`src/rtl/systolic_operand_feeder.sv`:
```
// Operand feeder for an NxN systolic array: buffers A (NxK) and B (KxN) from a load port,
// then streams skewed, zero-padded rows of A west-side and columns of B north-side.
module systolic_operand_feeder #(
  parameter int unsigned N  = 2,
  parameter int unsigned K  = N,
  parameter int unsigned AW = (N * K > 1) ? $clog2(N * K) : 1
) (
  input  logic            clk,
  input  logic            rst,
  input  logic            ld_valid,
  output logic            ld_ready,
  input  logic            ld_sel,
  input  logic [AW-1:0]   ld_addr,
  input  logic [7:0]      ld_data,
  input  logic            start,
  output logic [8*N-1:0]  a_out,
  output logic [8*N-1:0]  b_out,
  output logic            feed_valid,
  output logic            busy,
  output logic            done
);

  localparam int unsigned Depth = N * K;
  localparam int unsigned TW    = (K + N > 1) ? $clog2(K + N) : 1;
  localparam logic [TW-1:0] LastBeat = TW'(K + N - 2);

  typedef enum logic [1:0] {StIdle, StStream, StDone} state_e;

  state_e         state_q, state_d;
  logic [TW-1:0]  t_q, t_d;
  logic [7:0]     a_mem_q [Depth];
  logic [7:0]     a_mem_d [Depth];
  logic [7:0]     b_mem_q [Depth];
  logic [7:0]     b_mem_d [Depth];
  logic [8*N-1:0] a_out_q, a_out_d;
  logic [8*N-1:0] b_out_q, b_out_d;
  logic           fv_q, fv_d;
  logic           done_q, done_d;
  logic           ld_we;
  int             tap;

  assign ld_we = (state_q == StIdle) && ld_valid && (32'(ld_addr) < 32'(Depth));

  always_comb begin
    a_mem_d = a_mem_q;
    b_mem_d = b_mem_q;
    if (ld_we) begin
      if (ld_sel) b_mem_d[ld_addr] = ld_data;
      else        a_mem_d[ld_addr] = ld_data;
    end
  end

  always_comb begin
    state_d = state_q;
    t_d     = t_q;
    case (state_q)
      StIdle: begin
        if (start) begin
          state_d = StStream;
          t_d     = '0;
        end
      end
      StStream: begin
        if (t_q == LastBeat) begin
          state_d = StDone;
          t_d     = '0;
        end else begin
          t_d = t_q + 1'b1;
        end
      end
      StDone:  state_d = StIdle;
      default: state_d = StIdle;
    endcase
  end

  // Row i lags row 0 by i beats (same for columns), so element k of row i appears at t = i + k.
  always_comb begin
    a_out_d = '0;
    b_out_d = '0;
    tap     = 0;
    fv_d    = (state_q == StStream);
    done_d  = (state_q == StDone);
    if (state_q == StStream) begin
      for (int i = 0; i < int'(N); i++) begin
        tap = int'(t_q) - i;
        if (tap >= 0 && tap < int'(K)) begin
          a_out_d[8*i +: 8] = a_mem_q[AW'(i * int'(K) + tap)];
          b_out_d[8*i +: 8] = b_mem_q[AW'(tap * int'(N) + i)];
        end
      end
    end
  end

  always_ff @(posedge clk or negedge rst) begin
    if (!rst) begin
      state_q <= StIdle;
      t_q     <= '0;
      a_mem_q <= '{default: '0};
      b_mem_q <= '{default: '0};
      a_out_q <= '0;
      b_out_q <= '0;
      fv_q    <= 1'b0;
      done_q  <= 1'b0;
    end else begin
      state_q <= state_d;
      t_q     <= t_d;
      a_mem_q <= a_mem_d;
      b_mem_q <= b_mem_d;
      a_out_q <= a_out_d;
      b_out_q <= b_out_d;
      fv_q    <= fv_d;
      done_q  <= done_d;
    end
  end

  assign ld_ready   = (state_q == StIdle);
  assign busy       = (state_q == StStream);
  assign a_out      = a_out_q;
  assign b_out      = b_out_q;
  assign feed_valid = fv_q;
  assign done       = done_q;

endmodule

```
`config.mk`:
```
export PLATFORM = sky130hd
export DESIGN_NAME = systolic_operand_feeder
export DESIGN_NICKNAME = d
export VERILOG_FILES = /design/src/rtl/systolic_operand_feeder.sv
export SDC_FILE = /design/constraint.sdc
export NUM_CORES = 1
export LEC_CHECK = 0
export ABC_AREA = 1
export CELL_PAD_IN_SITES_DETAIL_PLACEMENT = 2
export CELL_PAD_IN_SITES_GLOBAL_PLACEMENT = 2
export CORE_UTILIZATION = 33
export CTS_BUF_LIST = sky130_fd_sc_hd__clkbuf_16
export CTS_CLUSTER_SIZE = 20
export DETAILED_ROUTE_END_ITERATION = 10
export PLACE_DENSITY = 0.79
export SYNTH_ARGS = -nofsm -noshare
export SYNTH_HDL_FRONTEND = slang
export SYNTH_SLANG_ARGS = --single-unit
```
`constraint.sdc`:
```
create_clock -name clk -period 2.13 [get_ports clk]
set_clock_uncertainty 0.1 [all_clocks]
set_input_delay 0.5325 -clock clk [delete_from_list [all_inputs] [get_ports clk]]
set_output_delay 0.5325 -clock clk [all_outputs]
set_load 0.03 [all_outputs]
```
==> flow_metrics.env, run 1 <==
export IMPL_status="complete, no violations"
export IMPL_clock_sinks=102
export IMPL_drc=0
export IMPL_wl_met1_mm=5.294
export IMPL_yosysWarnings=0
export IMPL_fin_crit_ns=2.002
export IMPL_drt_iter0_drc=97
export IMPL_grt_usage_pct=20.50
export IMPL_rows=40
export IMPL_setup_viol=0
export IMPL_grt_overflow=0
export IMPL_initial_core_util_pct=33.85
export IMPL_fp_dieW_um=112.8
export IMPL_path_clk_slew_ns=0.07
export IMPL_root_buffer="clkbuf_16"
export IMPL_tightestPinTransition_ns=0.6453
export IMPL_clockBufferDepth=2
export IMPL_synth_top_area_share_pct=63.04
export IMPL_antenna_left=0
export IMPL_crit_family="buffers and inverters"
export IMPL_holdCritPathClass="in2async"
export IMPL_multiInputGateArea_um2=1374
export IMPL_arrival_ns=1.37
export IMPL_final_fill_count=1350
export IMPL_hold_violations=0
export IMPL_fp_dieH_um=112.8
export IMPL_fin_crit_sh_pct=94.01
export IMPL_max_cap_viol_count=0
export IMPL_ys_seq_area_share_pct=63.04
export IMPL_top_layer_used="met4"
export IMPL_cp_end_kind="output pin"
export IMPL_synthCells=459
export IMPL_critPathMaxFanout=1
export IMPL_max_freq_mhz=499.4
export IMPL_synth_top_cell_by_area="dfrtp_1"
export IMPL_setup_tns_ns=0
export IMPL_synth_avg_cell_area_um2=8.821
export IMPL_port_buffers=50
export IMPL_io_pins=51
export IMPL_relSlewSlack_pct=56.88
export IMPL_grt_pass1_wl_mm=19.49
export IMPL_synth_cell_type_count=16
export IMPL_critPathSlowestCell="clkdlybuf4s50_1"
export IMPL_hpwl_mm=7.620
export IMPL_place_gp_congestion=0.7769
export IMPL_antenna_found_initial=0
export IMPL_wl_mm=11.82
export IMPL_drive_above_1_share_pct=8.015
export IMPL_synth_area_leaders="dfrtp_1, nand2_1, a21oi_1"
export IMPL_max_stage_delay_ns=0.68
export IMPL_ir_worst_vdd_uv=458.5
export IMPL_coreArea_um2=11960
export IMPL_die_area_um2=12720
export IMPL_cts_htree_levels=3
export IMPL_leakagePower_uw=0.002511
export IMPL_cts_buffers=9
export IMPL_crit_chain="clkdlybuf4s50_1"
export IMPL_cts_tree="done"
export IMPL_clk_insertion_delay_late_ns=0.35
export IMPL_num_antenna_cells=0
export IMPL_wl_met3_um=293
export IMPL_cp_start_kind="flop"
export IMPL_grt_pass1_vias=3692
export IMPL_powerDensity_nw_per_um2=1436
export IMPL_synth_fp_nets=477
export IMPL_crit_type="reg2out"
export IMPL_first_pass_iters=4
export IMPL_syn_area_um2=4049
export IMPL_placed_cells=655
export IMPL_fin_nets=537
export IMPL_wl_met2_mm=6.118
export IMPL_routedWlPerCell_um=17.61
export IMPL_slew_violations=0
export IMPL_worst_path_buf_inv=1
export IMPL_ys_seq_elements=102
export IMPL_crit_required_ns=1.50
export IMPL_via_count=3240
export IMPL_rsz0062_at_grt="no"
export IMPL_seqCellArea_um2=2552
export IMPL_syn_to_final_growth_pct=24.60
export IMPL_grt_max_degree=103
export IMPL_vias_per_cell=4.829
export IMPL_instances_no_fill=671
power by group:
| group | switching, uW | leakage (uW) | internal (uW) |
|---|---|---|---|
| registers | 380 | 0.00133 | 2710 |
| clock network | 686 | 0.000137 | 764 |
| logic | 1760 | 0.00105 | 946 |
| total | 2820 | 0.00251 | 4420 |
routing by layer:
layer / global-route usage, % / up-vias
li1: - / 1533
met1: 25.25 / 1665
met2: 36.38 / 37
met3: 4.874 / 5
met4: 4.711 / 0
met5: 0 / -
state kept, by name (all words and copies together), names as in the netlist:
name,cells
a_out,16
feed_valid,1
t_q,2
b_out,16
a_mem_q,32
done,1
state_q,2
b_mem_q,32
cell type report:
type / count / share of cell area, %
Timing Repair Buffer: 68 / 12.65
Inverter: 12 / 0.8929
Clock inverter: 7 / 0.5208
Tap cell: 147 / 3.646
Multi-Input combinational cell: 326 / 27.23
Sequential cell: 102 / 50.60
Clock buffer: 9 / 4.464
layout by cell type, fill, tap and decap left out, drive strengths merged:
cell type,synthesis,final
a21oi,32,32
buf,7,20
clkbuf,12,10
clkdlybuf4s50,0,47
clkinv,1,4
dfrtp,102,102
ha,3,3
inv,11,15
nand2,264,264
nand3,2,2
nand4,8,8
nor2,14,14
o21ai,3,3
logic make-up after synthesis:
group | synth area share, %
buffers and inverters | 3.152
adder cells (fa/ha/maj) | 0.9272
AO/OA/AOI/OAI | 4.326
flip-flops | 63.04
AND/OR/NAND/NOR | 28.55
per-stage QoR:
stage               instance area, um^2  worst slack (ns)  hold slack, ns  power (uW)  util, %
floorplan                          4049            0.4302          0.1369        4712        -
global placement                   4793           0.06808          0.3493        5709    40.07
detailed placement                 4793          -0.03825          0.3684        5870    40.07
CTS                                5050           0.02440          0.1805        7368    42.22
global route                       5045           0.08229          0.1829        7710    42.18
finish                             5045            0.1275         0.09777        7243    42.18
path summary, 6_finish.rpt:
check | cells after the start | slack (ns) | to | startpoint
worst min register to register | 2 | 0.38 | a_mem_q[26]$_DFFE_PN0P_ | a_mem_q[26]$_DFFE_PN0P_
min in group clk | 2 | 0.38 | a_mem_q[26]$_DFFE_PN0P_ | a_mem_q[26]$_DFFE_PN0P_
worst min-delay path | 2 | 0.1 | b_mem_q[1]$_DFFE_PN0P_ | rst
worst max-delay path | 1 | 0.13 | a_out[5] | a_out[5]$_DFF_PN0_
max in group asynchronous | 2 | 1.33 | t_q[0]$_DFFE_PN0P_ | rst
worst max register to register | 5 | 0.42 | a_out[15]$_DFF_PN0_ | state_q[1]$_DFFE_PN0P_
synth_stat cells (all sizes together):
cell,n
nand2,264
dfrtp,102
a21oi,32
nor2,14
clkbuf,12
inv,11
nand4,8
buf,7
ha,3
o21ai,3
nand3,2
clkinv,1
timing repair:
item,CTS,global route
setup buffers,0,0
gates resized for setup,3,1
setup endpoints to repair,2,1
hold buffers,0,0
No activity file was read; power rests on OpenSTA's default activity.
==> run 2, diff against run 1 <==
- PLACE_DENSITY: 0.79 -> unset
- PLACE_DENSITY_LB_ADDON: unset -> 0.1
==> run 2 against run 1 <==
Against the previous run:
- critical path depth grew 3
- sequential power about the same
- die area is the same
- via count increased by 1.6%
- global-route usage grew 0.86 points
- worst hold slack worse by 0.030 ns
- sequential share of layout area decreased by 1.0 points
- total power up 3.1%
- worst setup slack lost 0.019 ns
- critical path type unchanged
- critical endpoint is now busy
- largest power group unchanged
- highest routed layer unchanged
==> flow_metrics.env, run 2 (synthesis results as in run 1) <==
export IMPL_status="complete, no violations"
export IMPL_drc=0
export IMPL_p_sw_share_pct=38.36
export IMPL_routedWlPerCell_um=17.97
export IMPL_max_freq_mhz=494.6
export IMPL_fp_dieW_um=112.8
export IMPL_setup_viol=0
export IMPL_coreArea_um2=11960
export IMPL_antenna_left=0
export IMPL_max_cap_viol_count=0
export IMPL_root_buffer="clkbuf_16"
export IMPL_r2r_cells=7
export IMPL_mostFrequentLayoutCells="nand2_1, dfrtp_1, clkdlybuf4s50_1"
export IMPL_cts_htree_levels=3
export IMPL_instances_no_fill=677
export IMPL_first_pass_iters=4
export IMPL_hold_ws_ns=0.06825
export IMPL_ff2ff_setup_slack_ns=0.44
export IMPL_arrival_ns=1.39
export IMPL_initial_core_util_pct=33.85
export IMPL_pwr_share_seq_pct=41.2
export IMPL_postCtsSetupBuffers=0
export IMPL_grt_pass1_wl_mm=20.22
export IMPL_wl_mm=12.16
export IMPL_tightestPinTransition_ns=0.5395
export IMPL_grt_pass1_vias=3722
export IMPL_ir_worst_vdd_uv=484.2
export IMPL_critPathMaxFanout=4
export IMPL_final_area_um2=5149
export IMPL_crit_end="busy"
export IMPL_relSlewSlack_pct=64.03
export IMPL_powerDensity_nw_per_um2=1450
export IMPL_syn_to_final_growth_pct=27.16
export IMPL_vias_per_cell=4.863
export IMPL_slew_violations=0
export IMPL_final_core_util_pct=43.04
export IMPL_holdCritPathClass="in2async"
export IMPL_fp_dieH_um=112.8
export IMPL_via_count=3292
export IMPL_cp_start_kind="flop"
export IMPL_final_fill_count=1309
export IMPL_placed_cells=661
export IMPL_fin_crit_ns=2.022
export IMPL_antenna_found_initial=0
export IMPL_cts_buffers=9
export IMPL_top_regs="a_mem_q: 32 flops, b_mem_q: 32 flops"
export IMPL_p_int_uw=4601
export IMPL_io_pins=51
export IMPL_setup_tns_ns=0
export IMPL_grt_max_degree=39
export IMPL_grt_usage_pct=21.35
export IMPL_hold_violations=0
export IMPL_placed_area_um2=4863
export IMPL_reg2reg_to="b_out[14]$_DFF_PN0_"
export IMPL_fin_nets=543
export IMPL_rows=40
export IMPL_leakagePower_uw=0.002558
export IMPL_clk_insertion_delay_late_ns=0.35
export IMPL_fin_crit_sh_pct=94.91
export IMPL_port_buffers=50
export IMPL_final_common_cell="nand2_1"
export IMPL_switchingPower_uw=2864
export IMPL_grt_overflow=0
export IMPL_crit_required_ns=1.50
export IMPL_drive_above_1_share_pct=9.623
export IMPL_cts_tree="done"
export IMPL_drt_iter0_drc=137
export IMPL_num_antenna_cells=0
export IMPL_p_clk_share_pct=21.5
export IMPL_critPathLaunch="state_q[1]$_DFFE_PN0P_"
export IMPL_clock_sinks=102
export IMPL_timing_rr_start="state_q[1]$_DFFE_PN0P_"
export IMPL_hpwl_mm=7.735
export IMPL_p_comb_share_pct=37.3
export IMPL_path_clk_slew_ns=0.07
export IMPL_crit_type="reg2out"
export IMPL_rsz0062_at_grt="no"
export IMPL_cp_end_kind="output pin"
export IMPL_clockBufferDepth=2
export IMPL_place_gp_congestion=0.7667
export IMPL_die_area_um2=12720
run 2: changes by cell type in the layout (fill, tap and decap cells not counted), sizes merged:
cell,delta
buf,+6
inv,-3
clkinv,+2
bufinv,+1
clkbuf,-1
dlygate4sd2,+1
run 2: how the worst min path moves through the flow:
stage                                 startpoint                      to  slack, ns  cells past startpoint
after global routing                         rst      b_out[8]$_DFF_PN0_       0.10                      1
after CTS                                    rst      b_out[9]$_DFF_PN0_       0.08                      1
after floorplan                              rst  a_mem_q[0]$_DFFE_PN0P_       0.14                      0
after global placement    state_q[0]$_DFFE_PN0P_          done$_DFF_PN0_       0.35                      1
final                                        rst     b_out[10]$_DFF_PN0_       0.07                      1
after detailed placement  state_q[0]$_DFFE_PN0P_          done$_DFF_PN0_       0.37                      1
run 2: cell type report:
cell class	instances	area [um^2]	share of cell area [%]
Sequential cell	102	2552	49.57
Multi-Input combinational cell	326	1374	26.68
Timing Repair Buffer	74	711.9	13.83
Clock buffer	9	225.2	4.374
Tap cell	147	183.9	3.572
Clock inverter	7	56.30	1.094
Inverter	12	45.04	0.8748
run 2: repair_timing:
| action | CTS | global route |
|---|---|---|
| resized for setup | 1 | 1 |
| hold buffers | 0 | 0 |
| setup endpoints to repair | 1 | 1 |
run 2: per-stage QoR:
stage                     power [uW]  setup slack (ns)
after global routing            7967           0.03147
after global placement          5804           0.08973
after floorplan                 4712            0.4302
final                           7465            0.1084
after detailed placement        5920           0.02118
after CTS                       7595           0.04311
run 2: metal layers:
layer,track usage [%],part of all wire (%)
met3,3.107,1.9
met5,0,0
met1,27.99,46
met4,8.533,1.8
met2,35.72,50
run 2: power groups by stage:
stage	clock (uW)	sequential (uW)	combinational, uW
finish	1600	3080	2780
global placement	0	3070	2730
CTS	1670	3080	2840
detailed placement	0	3100	2820
floorplan	0	3530	1190
global route	1740	3170	3060
run 2: critical path: stages, from the launching register on:
cell and delay [ns]:
dfrtp_1 0.41, inv_1 0.08, nand2_1 0.10, inv_2 0.07, dlygate4sd2_1 0.39
==> run 3, diff against run 2 <==
- CORE_UTILIZATION: 33 -> 30
- HOLD_SLACK_MARGIN: unset -> 0.12
- RECOVER_POWER: unset -> 50
- clock period: 2.13 -> 1.7 ns (I/O delays scaled with it)
==> run 3 against run 2 <==
Against the previous run:
- largest cell class unchanged
- critical endpoint unchanged
- register-to-register slack worse by 0.27 ns
- via count is 0.52% lower
- global-route usage is 2.2 points lower
- highest routed layer unchanged
- design area is 2.0% higher
- flip-flop and latch count stayed put
- final cell count is 5.8% higher
- core utilization is 3.2 points lower
==> flow_metrics.env, run 3 (synthesis results as in run 1) <==
export IMPL_grt_usage_pct=19.19
export IMPL_drc=0
export IMPL_cts_buffers=9
export IMPL_wl_mm=12.08
export IMPL_fin_nets=553
export IMPL_clock_sinks=102
export IMPL_crit_type="reg2out"
export IMPL_grt_overflow=0
export IMPL_max_freq_mhz=599.8
export IMPL_ff2ff_setup_slack_ns=0.17
export IMPL_fp_dieW_um=118.2
export IMPL_cp_end_kind="output pin"
export IMPL_finalPower_uw=9300
export IMPL_max_cap_viol_count=0
export IMPL_vias_per_cell=4.574
export IMPL_holdCritPathClass="in2async"
export IMPL_post_place_ws_ns=-0.2558
export IMPL_clockBufferDepth=2
export IMPL_r2r_cells=6
export IMPL_die_area_um2=13970
export IMPL_ir_worst_vdd_uv=682.3
export IMPL_crit_required_ns=1.17
export IMPL_first_pass_iters=4
export IMPL_final_fill_count=1497
export IMPL_grt_pass1_vias=3648
export IMPL_coreArea_um2=13190
export IMPL_cts_htree_levels=3
export IMPL_worst_path_buf_inv=3
export IMPL_fp_dieH_um=118.2
export IMPL_cts_tree="done"
export IMPL_status="complete, no violations"
export IMPL_initial_core_util_pct=30.70
export IMPL_mostFrequentLayoutCells="nand2_1, dfrtp_1, dlygate4sd2_1"
export IMPL_place_gp_congestion=0.7416
export IMPL_setup_viol=0
export IMPL_max_stage_delay_ns=0.41
export IMPL_num_antenna_cells=0
export IMPL_top_regs="a_mem_q: 32 flops, b_mem_q: 32 flops"
export IMPL_relSlewSlack_pct=59.52
export IMPL_via_count=3275
export IMPL_slew_violations=0
export IMPL_arrival_ns=1.14
export IMPL_reg2reg_to="b_mem_q[31]$_DFFE_PN0P_"
export IMPL_clk_insertion_delay_late_ns=0.35
export IMPL_crit_end="busy"
export IMPL_grt_max_degree=58
export IMPL_port_buffers=50
export IMPL_powerDensity_nw_per_um2=1770
export IMPL_drive_above_1_share_pct=11.11
export IMPL_rows=42
export IMPL_fin_ws_ns=0.03277
export IMPL_multiInputGateArea_um2=1376
export IMPL_leakagePower_uw=0.002751
export IMPL_final_common_cell="nand2_1"
export IMPL_grt_pass1_wl_mm=20.01
export IMPL_cp_start_kind="flop"
export IMPL_antenna_left=0
export IMPL_routedWlPerCell_um=16.87
export IMPL_io_pins=51
export IMPL_path_clk_slew_ns=0.07
export IMPL_crit_family="flip-flops"
export IMPL_fin_crit_ns=1.667
export IMPL_hpwl_mm=7.832
export IMPL_critPathSlowestCell="dfrtp_1"
export IMPL_crit_cells=4
export IMPL_hold_violations=0
export IMPL_drt_iter0_drc=134
export IMPL_critPathMaxFanout=4
export IMPL_seqCellArea_um2=2552
export IMPL_timing_rr_start="state_q[0]$_DFFE_PN0P_"
export IMPL_root_buffer="clkbuf_16"
export IMPL_rsz0062_at_grt="yes"
export IMPL_syn_to_final_growth_pct=29.73
export IMPL_antenna_found_initial=0
export IMPL_crit_chain="inv_1 -> nand2_2 -> inv_2 -> buf_6"
export IMPL_tightestPinTransition_ns=0.6072
export IMPL_fin_crit_sh_pct=98.07
export IMPL_critPathLaunch="state_q[1]$_DFFE_PN0P_"
==> run 3: metal layers <==
layer / routed length (um) / vias to the layer above / global-route usage (%)
li1: - / 1561 / -
met1: 5627 / 1655 / 24.80
met2: 5909 / 47 / 32.02
met3: 375 / 12 / 4.778
met4: 163 / 0 / 4.968
met5: 0 / - / 0
==> run 3: cell type report <==
cell class / instances / share of cell area (%)
clock buffers: 9 / 4.288
clock inverters: 7 / 1.048
inverters: 12 / 0.8576
multi-input cells: 326 / 26.20
flip-flops and latches: 102 / 48.59
well taps: 176 / 4.192
repair buffers: 84 / 14.82
==> run 3: how the worst min path moves through the flow <==
stage	to	cells past startpoint
global placement	b_out[12]$_DFF_PN0_	1
global route	b_out[12]$_DFF_PN0_	2
detailed placement	b_out[12]$_DFF_PN0_	1
finish	b_out[12]$_DFF_PN0_	2
floorplan	a_mem_q[0]$_DFFE_PN0P_	0
CTS	b_out[12]$_DFF_PN0_	2
==> run 3: what timing repair did <==
item | 4_1_cts | 5_1_grt
resized for setup | 38 | 1
endpoints found under the setup margin | 36 | 15
pin swaps | 0 | 1
buffers inserted | 1 | 1
hold buffers | 1 | 0
hold endpoints to repair | 102 | 0
==> run 3: stage by stage <==
| step | util [%] | instance area, um^2 | instances | TNS, ns | hold WS [ns] |
|---|---|---|---|---|---|
| 5_1_grt | 39.82 | 5253 | 716 | -0.2188 | 0.3571 |
| 3_3_place_gp | 37.91 | 5000 | 697 | -10.23 | 0.1400 |
| 4_1_cts | 39.95 | 5270 | 715 | 0 | 0.3079 |
| 6_report | 39.82 | 5253 | 716 | 0 | 0.3380 |
| 3_5_place_dp | 37.91 | 5000 | 697 | -12.84 | 0.1390 |
| 2_1_floorplan | - | 4049 | 459 | 0 | 0.02941 |
==> run 3: report_power, final <==
part / internal [uW] / switching (uW) / total, uW
Sequential: 3390 / 455 / 3850
Combinational: 1200 / 2240 / 3440
Clock: 1120 / 898 / 2010
